[src/rtl/mem_pkg.sv]
// Shared types and default widths for the memory responder slice.
package mem_pkg;

  localparam int DATA_W_DEF = 16;
  localparam int ADDR_W_DEF = 16;
  localparam logic [15:0] IO_BASE_DEF = 16'hFF00;

  typedef enum logic [2:0] {
    IDLE     = 3'd0,
    RAM_ACC  = 3'd1,
    RAM_WAIT = 3'd2,
    IO_WAIT  = 3'd3,
    RESP     = 3'd4
  } state_t;

endpackage

[src/rtl/mem_responder_if.sv]
// CPU-side request/response bus between a master (CPU) and the responder.
interface mem_responder_if
  import mem_pkg::*;
#(
  parameter int DATA_W = DATA_W_DEF,
  parameter int ADDR_W = ADDR_W_DEF
) ();

  logic              req;
  logic              we;
  logic [ADDR_W-1:0] addr;
  logic [DATA_W-1:0] wdata;
  logic              ack;
  logic [DATA_W-1:0] rdata;
  logic              err;
  logic              busy;

  modport master (output req, we, addr, wdata, input ack, rdata, err, busy);
  modport slave  (input req, we, addr, wdata, output ack, rdata, err, busy);

endinterface

[src/rtl/wait_counter.sv]
// Loadable 8-bit down counter; tc marks the last cycle of a loaded interval.
module wait_counter (
  input  logic       clock,
  input  logic       reset,
  input  logic       load,
  input  logic [7:0] load_value,
  input  logic       enable,
  output logic       tc
);

  logic [7:0] count_reg;

  always_ff @(posedge clock or posedge reset) begin
    if (reset) begin
      count_reg <= 8'd0;
    end else if (load) begin
      count_reg <= load_value;
    end else if (enable && count_reg != 8'd0) begin
      count_reg <= count_reg - 8'd1;
    end
  end

  // A count of N loaded before the interval yields tc on its Nth enabled cycle.
  assign tc = (count_reg == 8'd1);

endmodule

[src/rtl/mem_responder.sv]
// Routes CPU requests to block RAM or memory-mapped I/O and returns a one-cycle ack.
module mem_responder
  import mem_pkg::*;
#(
  parameter int                DATA_W     = DATA_W_DEF,
  parameter int                ADDR_W     = ADDR_W_DEF,
  parameter logic [ADDR_W-1:0] IO_BASE    = ADDR_W'(IO_BASE_DEF),
  parameter int                BRAM_LAT   = 1,
  parameter int                IO_TIMEOUT = 15
) (
  input  logic              clock,
  input  logic              reset,
  mem_responder_if.slave    bus,
  output logic              ram_en,
  output logic              ram_we,
  output logic [ADDR_W-1:0] ram_addr,
  output logic [DATA_W-1:0] ram_wdata,
  input  logic [DATA_W-1:0] ram_rdata,
  output logic              io_req,
  output logic              io_we,
  output logic [7:0]        io_addr,
  output logic [DATA_W-1:0] io_wdata,
  input  logic [DATA_W-1:0] io_rdata,
  input  logic              io_ack
);

  state_t            state_reg;
  logic              we_reg;
  logic [ADDR_W-1:0] addr_reg;
  logic [DATA_W-1:0] wdata_reg;

  logic              cnt_load;
  logic [7:0]        cnt_value;
  logic              cnt_enable;
  logic              cnt_tc;

  // One counter times both the RAM latency and the I/O timeout; it is loaded
  // on the edge that enters the corresponding wait state.
  always_comb begin
    cnt_load   = 1'b0;
    cnt_value  = 8'(BRAM_LAT);
    cnt_enable = (state_reg == RAM_WAIT) || (state_reg == IO_WAIT);
    if (state_reg == IDLE && bus.req && bus.addr >= IO_BASE) begin
      cnt_load  = 1'b1;
      cnt_value = 8'(IO_TIMEOUT);
    end else if (state_reg == RAM_ACC && !we_reg) begin
      cnt_load  = 1'b1;
    end
  end

  wait_counter u_wait_counter (
    .clock      (clock),
    .reset      (reset),
    .load       (cnt_load),
    .load_value (cnt_value),
    .enable     (cnt_enable),
    .tc         (cnt_tc)
  );

  always_ff @(posedge clock or posedge reset) begin
    if (reset) begin
      state_reg <= IDLE;
      we_reg    <= 1'b0;
      addr_reg  <= '0;
      wdata_reg <= '0;
      bus.ack   <= 1'b0;
      bus.err   <= 1'b0;
      bus.busy  <= 1'b0;
      bus.rdata <= '0;
      ram_en    <= 1'b0;
      ram_we    <= 1'b0;
      io_req    <= 1'b0;
      io_we     <= 1'b0;
    end else begin
      bus.ack <= 1'b0;
      bus.err <= 1'b0;
      ram_en  <= 1'b0;
      ram_we  <= 1'b0;
      case (state_reg)
        IDLE: begin
          if (bus.req) begin
            we_reg    <= bus.we;
            addr_reg  <= bus.addr;
            wdata_reg <= bus.wdata;
            bus.busy  <= 1'b1;
            if (bus.addr < IO_BASE) begin
              state_reg <= RAM_ACC;
              ram_en    <= 1'b1;
              ram_we    <= bus.we;
            end else begin
              state_reg <= IO_WAIT;
              io_req    <= 1'b1;
              io_we     <= bus.we;
            end
          end
        end
        RAM_ACC: begin
          if (we_reg) begin
            state_reg <= RESP;
            bus.ack   <= 1'b1;
          end else begin
            state_reg <= RAM_WAIT;
          end
        end
        RAM_WAIT: begin
          if (cnt_tc) begin
            bus.rdata <= ram_rdata;
            state_reg <= RESP;
            bus.ack   <= 1'b1;
          end
        end
        IO_WAIT: begin
          // io_ack takes priority over a timeout expiring on the same cycle.
          if (io_ack) begin
            io_req    <= 1'b0;
            io_we     <= 1'b0;
            if (!we_reg) bus.rdata <= io_rdata;
            state_reg <= RESP;
            bus.ack   <= 1'b1;
          end else if (cnt_tc) begin
            io_req    <= 1'b0;
            io_we     <= 1'b0;
            if (!we_reg) bus.rdata <= '1;
            state_reg <= RESP;
            bus.ack   <= 1'b1;
            bus.err   <= 1'b1;
          end
        end
        RESP: begin
          state_reg <= IDLE;
          bus.busy  <= 1'b0;
        end
        default: begin
          state_reg <= IDLE;
          bus.busy  <= 1'b0;
        end
      endcase
    end
  end

  assign ram_addr  = addr_reg;
  assign ram_wdata = wdata_reg;
  assign io_addr   = addr_reg[7:0];
  assign io_wdata  = wdata_reg;

endmodule

[src/flat_wrapper.sv]
// flat-port wrapper written by rule: the top's interface ports become plain ports
module mem_responder_flat import mem_pkg::*;
#(
  parameter int                DATA_W     = DATA_W_DEF,
  parameter int                ADDR_W     = ADDR_W_DEF,
  parameter logic [ADDR_W-1:0] IO_BASE    = ADDR_W'(IO_BASE_DEF),
  parameter int                BRAM_LAT   = 1,
  parameter int                IO_TIMEOUT = 15
)
  (clock, reset, ram_en, ram_we, ram_addr, ram_wdata, ram_rdata, io_req, io_we, io_addr, io_wdata, io_rdata, io_ack, bus_req, bus_we, bus_addr, bus_wdata, bus_ack, bus_rdata, bus_err, bus_busy);
  mem_responder_if #(.DATA_W(DATA_W), .ADDR_W(ADDR_W)) bus_i ();
  input  logic clock;
  input  logic reset;
  output logic ram_en;
  output logic ram_we;
  output logic [ADDR_W-1:0] ram_addr;
  output logic [DATA_W-1:0] ram_wdata;
  input  logic [DATA_W-1:0] ram_rdata;
  output logic io_req;
  output logic io_we;
  output logic [7:0] io_addr;
  output logic [DATA_W-1:0] io_wdata;
  input  logic [DATA_W-1:0] io_rdata;
  input  logic io_ack;
  input wire logic [$bits(bus_i.req)-1:0] bus_req;
  input wire logic [$bits(bus_i.we)-1:0] bus_we;
  input wire logic [$bits(bus_i.addr)-1:0] bus_addr;
  input wire logic [$bits(bus_i.wdata)-1:0] bus_wdata;
  output wire logic [$bits(bus_i.ack)-1:0] bus_ack;
  output wire logic [$bits(bus_i.rdata)-1:0] bus_rdata;
  output wire logic [$bits(bus_i.err)-1:0] bus_err;
  output wire logic [$bits(bus_i.busy)-1:0] bus_busy;
  assign bus_i.req = bus_req;
  assign bus_i.we = bus_we;
  assign bus_i.addr = bus_addr;
  assign bus_i.wdata = bus_wdata;
  assign bus_ack = bus_i.ack;
  assign bus_rdata = bus_i.rdata;
  assign bus_err = bus_i.err;
  assign bus_busy = bus_i.busy;
  mem_responder #(.DATA_W(DATA_W), .ADDR_W(ADDR_W), .IO_BASE(IO_BASE), .BRAM_LAT(BRAM_LAT), .IO_TIMEOUT(IO_TIMEOUT)) u_core (.clock(clock), .reset(reset), .bus(bus_i), .ram_en(ram_en), .ram_we(ram_we), .ram_addr(ram_addr), .ram_wdata(ram_wdata), .ram_rdata(ram_rdata), .io_req(io_req), .io_we(io_we), .io_addr(io_addr), .io_wdata(io_wdata), .io_rdata(io_rdata), .io_ack(io_ack));
endmodule
[config.mk]
export PLATFORM = sky130hd
export DESIGN_NAME = mem_responder_flat
export DESIGN_NICKNAME = d
export VERILOG_FILES = /design/src/rtl/mem_pkg.sv /design/src/rtl/mem_responder_if.sv /design/src/rtl/wait_counter.sv /design/src/rtl/mem_responder.sv /design/src/flat_wrapper.sv
export SDC_FILE = /design/constraint.sdc
export NUM_CORES = 1
export LEC_CHECK = 0
export CAP_MARGIN = 20
export CORE_AREA = 3 3 92 94
export CTS_BUF_LIST = sky130_fd_sc_hd__clkbuf_16
export CTS_CLUSTER_SIZE = 14
export DETAILED_ROUTE_END_ITERATION = 8
export DIE_AREA = 0 0 95 97
export PLACE_DENSITY = 0.9
export SYNTH_ARGS = -nofsm -noshare
export SYNTH_HDL_FRONTEND = slang
export SYNTH_SLANG_ARGS = --single-unit
[constraint.sdc]
create_clock -name clock -period 3.1 [get_ports clock]
set_clock_uncertainty 0.2 [all_clocks]
set_input_delay 0.465 -clock clock [delete_from_list [all_inputs] [get_ports clock]]
set_output_delay 0.465 -clock clock [all_outputs]
set_load 0.05 [all_outputs]
* Word-level counts from Yosys, hierarchy flattened
Cells that the tools add are included.
Word-level totals: register bits 67, input port bits 69, output and inout bits 79, word-level logic and storage cells 81
Cells by class: add/subtract/negate cells 1, magnitude comparators 2, equality and inequality tests 9, mux-type cells 39, bitwise operators 1, reduce and logical (&&, ||, !) cells 16
Operators by type and width (number):
- 16-bit 2-to-1 mux | 5
- 16-bit case mux with 2 select lines | 1
- 1-bit 2-to-1 mux | 20
- 16-bit >= comparator, second input constant | 1
- 16-bit < comparator, second input constant | 1
- 8-bit 2-to-1 mux | 2
- 3-bit 2-to-1 mux | 4
- 3-bit case mux with 4 select lines | 1
- 8-bit by 1-bit == test with 1-bit output, second input constant | 1
- 4-bit AND reduction | 2
- 8-bit nonzero test | 1
- 8-bit by 1-bit subtractor with 8-bit output, second input constant | 1
- 3-bit by 2-bit == test with 1-bit output, second input constant | 2
- 2-bit != test, second input constant | 3
- 1-bit case mux with 2 select lines | 3
- 2-bit nonzero test | 3
- 1-bit logical AND | 4
- 4-bit 2-to-1 mux | 1
- 2-bit AND reduction | 2
- 3-bit by 1-bit == test with 1-bit output, second input constant | 1
- 3-bit logical NOT | 1
- 3-bit by 2-bit != test with 1-bit output, second input constant | 1
- 1-bit case mux with 3 select lines | 1
- 3-bit OR reduction | 1
- other kinds (5) | 5

* Depth between registers and ports, before layout
Gate-level depths: netlist of the first run.
word-level depth 5, mapped depth 7, depth with buffers taken out 6

* Cells and area by module
Synthesis of the first run repeated with hierarchy kept, for this count alone.
Unflattened totals: cells, all modules 367, area total of the unflattened synthesis 3320.7 sq um
By module, submodules not included:
- mem_responder | times used 1, cells an instance 303, area an instance 2763.9 sq um, seq. area each 1476.4 sq um
- wait_counter | times used 1, cells an instance 64, area an instance 556.8 sq um, seq. area each 200.2 sq um

* Worst setup path before layout of the first run
No wires, ideal clock.
path type register -> register, from register u_core.u_wait_counter.count_reg[1], to register u_core.bus.rdata[10], library setup time 0.125 ns, arrival 1.775 ns, required time 2.775 ns, slack 1.000 ns, stages on the path, launching flop included 8, path buffers 1, clock period less this slack 2.100 ns, path through dfrtp_1 -> inv_1 -> ha_1 -> nor4b_2 -> a22oi_1 -> nor2_2 -> buf_4 -> mux2_2
Between the ends: word-level cells in the longest chain between the ends 3, elaborated cells on any way between the ends 4, those cells by class eq/ne: 3; reduce/logical: 1
RTL lines:
- from (decl) | RTL line wait_counter.sv:11 | logic [7:0] count_reg;
- from (signal assigned) | RTL line wait_counter.sv:17 | count_reg <= load_value;
- from (signal assigned) | RTL line wait_counter.sv:19 | count_reg <= count_reg - 8'd1;
- 8-bit by 1-bit == test with 1-bit output * | RTL line wait_counter.sv:24 | assign tc = (count_reg == 8'd1);
- 3-bit by 2-bit != test with 1-bit output (no source line) / 2-bit by 1-bit != test with 1-bit output (equally long branches)
- 4-bit AND reduction (no source line) *
- to (signal assigned) | RTL line mem_responder.sv:107 | bus.rdata <= ram_rdata;
- to (signal assigned) | RTL line mem_responder.sv:117 | if (!we_reg) bus.rdata <= io_rdata;
- to (decl) | RTL line mem_responder_if.sv:19 | modport slave (input req, we, addr, wdata, output ack, rdata, err, busy);
Mark *: on every way between the ends. The rest lies on a longest branch, timed or not. A chain may end at the register's enable or synchronous reset.

* Worst setup path after layout of the first run
from register u_core.io_req, to output port io_req
RTL lines:
- from (decl) | RTL line mem_responder.sv:19 | output logic io_req,
- from (signal assigned) | RTL line mem_responder.sv:72 | io_req <= 1'b0;
- from (signal assigned) | RTL line mem_responder.sv:92 | io_req <= 1'b1;
- from (signal assigned) | RTL line mem_responder.sv:115 | io_req <= 1'b0;
- to (decl) | RTL line flat_wrapper.sv:19 | output logic io_req;
No word-level cell between the ends.

==> results of run 1 <==
per-layer routing:
| layer | up-vias | wire length (microns) | global-route usage [%] |
|---|---|---|---|
| met4 | 0 | 126 | 5.11 |
| met1 | 1290 | 3300 | 21.5 |
| met3 | 13 | 621 | 5.91 |
| li1 | 1362 | - | - |
| met5 | - | 0 | 0 |
| met2 | 105 | 4190 | 32.0 |
worst reg2reg max path, delay by kind of cell (launching register included):
kind	cells	cell delay, ns
AOI/OAI and AO/OA	1	0.17
adders and majority gates	1	0.15
buffers and inverters	2	0.35
DFF	1	0.40
muxes	1	0.37
and+or+nand+nor	2	0.41
worst max-delay path by stage:
stage	from	end	slack, ns
finish	u_core.io_req	io_req	0.89
detailed placement	bus_req	u_core.u_wait_counter.count_reg[1]	0.67
global route	u_core.u_wait_counter.count_reg[1]	u_core.bus.rdata[15]	0.77
global placement	bus_req	u_core.u_wait_counter.count_reg[1]	0.73
floorplan	reset	u_core.bus.ack	0.75
CTS	u_core.io_req	io_req	0.88
synth_stat cells (all sizes together) (2+ instances only):
| master | instances | share of area (%) |
|---|---|---|
| nand2b | 3 | 0.58 |
| a21oi | 6 | 0.93 |
| ha | 3 | 1.2 |
| a311oi | 4 | 1.1 |
| a31oi | 16 | 3.1 |
| a31o | 3 | 0.82 |
| o21ai | 2 | 0.31 |
| dfrtp | 67 | 52 |
| a211oi | 3 | 0.70 |
| nor2 | 28 | 3.3 |
| nor4b | 2 | 0.74 |
| nor3 | 4 | 0.97 |
| clkbuf | 12 | 1.4 |
| nand4 | 5 | 0.97 |
| nor3b | 2 | 0.47 |
| nand2 | 102 | 12 |
| buf | 29 | 7.0 |
| and2 | 2 | 0.39 |
| mux2 | 17 | 6.0 |
| inv | 24 | 2.8 |
final cells by class:
type / count / area, sq um / area share (%)
Clock inverter: 7 / 83.8 / 1.71
Timing Repair Buffer: 155 / 1530 / 31.2
Tap cell: 102 / 128 / 2.60
Inverter: 24 / 90.1 / 1.83
Sequential cell: 67 / 1680 / 34.1
Multi-Input combinational cell: 214 / 1180 / 24.0
Clock buffer: 9 / 225 / 4.58
where the power goes:
part           total, W  internal [W]  switching (W)
sequential      0.00156       0.00127       0.000292
clock           0.00103      0.000636       0.000392
combinational   0.00375       0.00126        0.00250
cell families after synthesis:
group	Yosys count	share of synthesized area [%]
compound gates	39	8.29
mux	17	5.96
xor+xnor	1	0.273
buf+inv	65	11.3
simple gates	154	20.9
flops	67	52.2
fa+ha+maj	3	1.17
through the flow:
| stage | util, % | instance area (sq um) | power, W | setup slack (ns) |
|---|---|---|---|---|
| 6_report | 63.6 | 4910 | 0.00634 | 0.891 |
| 5_1_grt | 63.6 | 4910 | 0.00669 | 0.770 |
| 3_3_place_gp | 59.6 | 4600 | 0.00527 | 0.734 |
| 2_1_floorplan | - | 3210 | 0.00428 | 0.752 |
| 3_5_place_dp | 59.6 | 4600 | 0.00536 | 0.672 |
| 4_1_cts | 63.6 | 4910 | 0.00641 | 0.882 |
==> impl_results.md, run 1 <==
* Outcome: finished clean
* Final hold vios at 0
* Final count of negative-setup-slack endpoints at 0
* Arrival time worst endpoint at 1.54 ns
* Top cell family by delay on the critical path: buffers and inverters
* Worst EP required at 2.43 ns
* Chip Height at 97 microns
* RSZ-0062 raised after global routing: false
* Num Clock Sinks at 67
* Net Count, Synth at 418
* Hold_sp: u_core.ram_addr[13]
* Min Hold Slack at 0.272 ns
* Post-Route WL at 8240 microns
* Placed cell count at 562
* CTS Hold Buffers Added at 0
* Peak VDD IR at 0.710 mV
* Share of layout cells above drive strength 1 at 10.5%
* Hold EP: u_core.ram_addr[13]
* Yosys Warn Count at 0
* Post-synthesis cell type count at 37
* Measured slew at the worst slew-check pin at 0.929 ns
* Max-slew violations at 0
* EDFF count, synth at 0
* Area grow syn2layout at 52.9%
* Total setup buffers inserted after CTS at 0
* Worst hold stages at 2
* Post-synthesis register bit count at 67
* Post_cts resized at 0
* Register area share after synthesis at 52.2%
* TritonCTS clock tree: yes
* Most common cell after layout, fill and taps aside: clkdlybuf4s50_1
* Crit-path max cell delay at 0.84 ns
* WL per Instance at 14.3 microns
* Residual DRC at 0
* Post-synthesis cell area at 3210 sq um
* H-tree levels at 3
* Clock Path Buffers at 2
* IO Pins at 148
* Starting Density at 41.6%
* Fillers at 619
* MaxCap Viol Count at 0
* Commonest cells after routing, fill and taps aside: clkdlybuf4s50_1, nand2_1, dfrtp_1
* CP Depth at 1
* Diodes inserted at 0
* Avg Cell Area, Syn at 9.29 sq um
* Worst Setup End Kind: output port
* DR iter-0 viols at 134
* Vias in the first global route at 2853
* R2r startpoint: u_core.u_wait_counter.count_reg[1]
* Maximum fanout along the worst path at 2
* DRT Pass-1 Iters at 4
* Final ANT Viol Nets at 0
* GR Util All Layers at 18.4%
* Worst setup SP type: register
* Cells along the critical path: clkdlybuf4s50_1
* Non-filler instance count after layout at 578
* Overflow after GRT at 0
* Max_slew headroom at 37.2%
* Setup TNS at 0 ns
* Fin crit share at 71.3%
* Crit path buffers/inverters at 1
* FF-to-FF setup slack at 0.94 ns
* Die Span X at 95 microns
* CTS Buf Count at 9
* Core ar. at 7730 sq um
* Post-synth top flop: dfrtp_1
* Clk_lat worst skew at 0.32 ns
* Via count of the routed design at 2770
* Layout Nets at 543
* Fmax at 453 MHz
* Via density at 4.79
* Slowest-stage cell, CP: clkdlybuf4s50_1
* First-pass GRT wire length at 13600 microns
* Initial antenna violation count at 0
* Async set-reset flop share out of synthesis at 100%
* Crit path kind: register to output port
* Leakage at 2.25 nW
* Clock Tree Root: clkbuf_16
* Largest net degree at the start of global routing at 36
* R2R depth at 7
* Period minus WS final at 2.21 ns
* Worst reg2reg endpoint: u_core.bus.rdata[0]
* Die ar. at 9220 sq um
* Post-Synthesis Cells at 346
* Cell Rows at 32
* Routability cong. at 0.792
* PwrDens at 1290 nW/um^2
* Input/output buffers at 147
* Clk slew on worst S/H paths at 0.06 ns
* DP HPWL at 6520 microns
* Min-delay worst type: register to register
Note: power is estimated with default switching activity, not from simulation.
==> run 2: changes to the inputs <==
Settings changed: CORE_AREA 3 3 92 94 to 3 3 96 98, DIE_AREA 0 0 95 97 to 0 0 99 101, PLACE_DENSITY 0.9 to 0.87.
Clock period 3.1 ns to 2 ns, I/O delays scaled along.
==> impl_results.md, run 2 (synthesis results as in run 1) <==
* Area taken by flip-flops and latches at 1680 sq um (+0.15%)
* Arrival time worst endpoint at 2.04 ns (+0.50 ns)
* Clk pwr share at 13.9% (-2.3 points)
* TritonCTS clock tree: yes
* Input/output buffers at 147 (unchanged)
* Die Span X at 99 microns (+4.2%)
* Maximum fanout along the worst path at 8 (+6)
* Min-delay worst type: primary input to async pin
* Final count of negative-setup-slack endpoints at 16 (+16)
* Fillers at 706 (+14%)
* H-tree levels at 3 (unchanged)
* Cell Rows at 34 (+6.3%)
* DRT Pass-1 Iters at 4 (unchanged)
* Num Clock Sinks at 67 (unchanged)
* Commonest cells after routing, fill and taps aside: nand2_1, buf_4, clkdlybuf4s50_1
* Via density at 4.79 (about the same)
* Outcome: complete, but fails checks
* Max_slew headroom at 51.8% (+15 points)
* Worst setup SP type: register
* Leakage at 2.59 nW (+15%)
* Layout Nets at 563 (+3.7%)
* Chip Height at 101 microns (+4.1%)
* IO Pins at 148 (unchanged)
* Cells along the critical path: inv_2, ha_4, nor4b_4, a22oi_2, nor2_4, buf_12, mux2_4
* Slowest-stage cell, CP: dfrtp_1
* Power Internal at 0.00482 W (+52%)
* Peak VDD IR at 1.18 mV (+66%)
* CTS Buf Count at 9 (unchanged)
* CTS Hold Buffers Added at 0 (unchanged)
* Final Core Density at 58.9% (-4.7 points)
* Die ar. at 10000 sq um (+8.5%)
* Post-Route WL at 8880 microns (+7.7%)
* Part of the power in registers at 25.0% (+0.4 points)
* Clock Tree Root: clkbuf_16
* Overflow after GRT at 0 (unchanged)
* Measured slew at the worst slew-check pin at 0.718 ns (-0.211 ns)
* Worst EP required at 2.00 ns (-0.43 ns)
* Via count of the routed design at 2896 (+4.5%)
* Period minus WS final at 2.04 ns
* Residual DRC at 0 (unchanged)
* Clk_lat worst skew at 0.32 ns (about the same)
* First-pass GRT wire length at 13900 microns (+2.0%)
* Fin crit share at 102%
* Core ar. at 8550 sq um (+11%)
* Max-slew violations at 0 (unchanged)
* DR iter-0 viols at 110 (-18%)
* Pwr Total at 0.00987 W (+55%)
* Vias in the first global route at 2823 (-1.1%)
* WL per Instance at 14.7 microns (+3.0%)
* Final ANT Viol Nets at 0 (unchanged)
* Most common cell after layout, fill and taps aside: nand2_1
* GR Util All Layers at 17.3% (-1.2 points)
* Switching power of the nets at 0.00505 W (+59%)
* RSZ-0062 raised after global routing: true
* Share of layout cells above drive strength 1 at 28.4% (+18 points)
* Failing checks: setup timing
* Non-filler instance count after layout at 604 (+4.5%)
* Switching share of power at 51.2% (+1.1 points)
* Initial antenna violation count at 0 (unchanged)
* Clk slew on worst S/H paths at 0.06 ns (about the same)
* Area grow syn2layout at 56.7%
* Routability cong. at 0.801 (+1.0%)
* MaxCap Viol Count at 0 (unchanged)
* Gate power share at 61.2% (+2.0 points)
* Final hold vios at 0 (unchanged)
* PwrDens at 1960 nW/um^2 (+52%)
* Worst Setup End Kind: register
* Multi-input gate area at 1260 sq um (+7.1%)
* Starting Density at 37.6% (-4.0 points)
* Final worst setup slack at -0.0421 ns (-0.933 ns)
* Diodes inserted at 0 (unchanged)
* Clock Path Buffers at 2 (unchanged)
* Crit-path max cell delay at 0.39 ns (-0.45 ns)
* Crit path kind: register to register
* Largest net degree at the start of global routing at 36 (unchanged)
* Setup TNS at -0.528 ns (-0.528 ns)
* Placed cell count at 581 (+3.4%)
* DP HPWL at 6420 microns (-1.5%)
* R2R depth at 7 (unchanged)
* Fmax at 490 MHz
==> run 2: cell count changes in the layout (fill, tap and decap cells not counted), sizes merged <==
| cell | before | now |
|---|---|---|
| buf | 8 | 91 |
| bufinv | 1 | 0 |
| clkdlybuf4s50 | 147 | 69 |
| clkinv | 2 | 6 |
| clkinvlp | 1 | 2 |
| dlygate4sd2 | 0 | 4 |
| dlymetal6s2s | 0 | 11 |
| inv | 27 | 23 |
==> run 2: stage by stage <==
step,setup WS (ns),cell area [sq um],hold slack (ns)
5_1_grt,-0.120,5030,0.300
6_report,-0.0421,5030,0.249
3_3_place_gp,-0.133,4610,0.262
3_5_place_dp,-0.179,4610,0.271
2_1_floorplan,0.00338,3230,0.205
4_1_cts,-0.0760,4950,0.263
==> run 2: cell type report <==
| class | count | share of cell area, % |
|---|---|---|
| Timing Repair Buffer | 175 | 31.9 |
| Inverter | 24 | 1.86 |
| Sequential cell | 67 | 33.4 |
| Multi-Input combinational cell | 214 | 25.1 |
| Tap cell | 108 | 2.68 |
| Clock inverter | 7 | 0.696 |
| Clock buffer | 9 | 4.47 |
==> run 2: per-layer routing <==
metal	wire, microns	vias up	part of all wire [%]	global-route usage, %
li1	-	1398	-	-
met1	3610	1384	41	21.2
met2	4560	99	51	30.1
met3	562	15	6.3	3.39
met4	146	0	1.6	6.41
met5	0	-	0	0
==> run 2: worst paths after layout <==
path	from	end	slack (ns)
max	u_core.u_wait_counter.count_reg[1]	u_core.bus.rdata[14]	-0.04
min	reset	u_core.bus.rdata[8]	0.25
max reg2reg	u_core.u_wait_counter.count_reg[1]	u_core.bus.rdata[14]	-0.04
min reg2reg	u_core.ram_addr[8]	u_core.ram_addr[8]	0.28
max in group asynchronous	reset	u_core.u_wait_counter.count_reg[3]	1.02
min in group clock	u_core.ram_addr[8]	u_core.ram_addr[8]	0.28
==> run 2: power by group through the flow <==
| stage | clock network (W) | logic, W | registers, W |
|---|---|---|---|
| after detailed placement | 0 | 0.00583 | 0.00246 |
| after global routing | 0.00146 | 0.00635 | 0.00254 |
| final | 0.00137 | 0.00604 | 0.00246 |
| after global placement | 0 | 0.00572 | 0.00242 |
| after floorplan | 0 | 0.00252 | 0.00416 |
| after CTS | 0.00140 | 0.00598 | 0.00245 |
==> run 2: what timing repair did <==
| item | CTS | global route |
|---|---|---|
| pin swaps | 3 | 6 |
| gates cloned | 1 | 0 |
| endpoints found under the setup margin | 19 | 35 |
| resized for setup | 17 | 19 |
| setup buffers | 2 | 4 |
==> run 2: worst max-delay path, delay by kind of cell, from the launching register on <==
family                     cells  cell delay [ns]
buffers and inverters          2             0.28
DFF                            1             0.39
muxes                          1             0.30
AOI/OAI and AO/OA              1             0.14
adders and majority gates      1             0.13
and+or+nand+nor                2             0.46
==> run 3: changes to the inputs <==
Settings changed: HOLD_SLACK_MARGIN set to 0.06.
==> results of run 3 <==
Same layout as run 2: the final DEF is identical, and so are final timing and power.
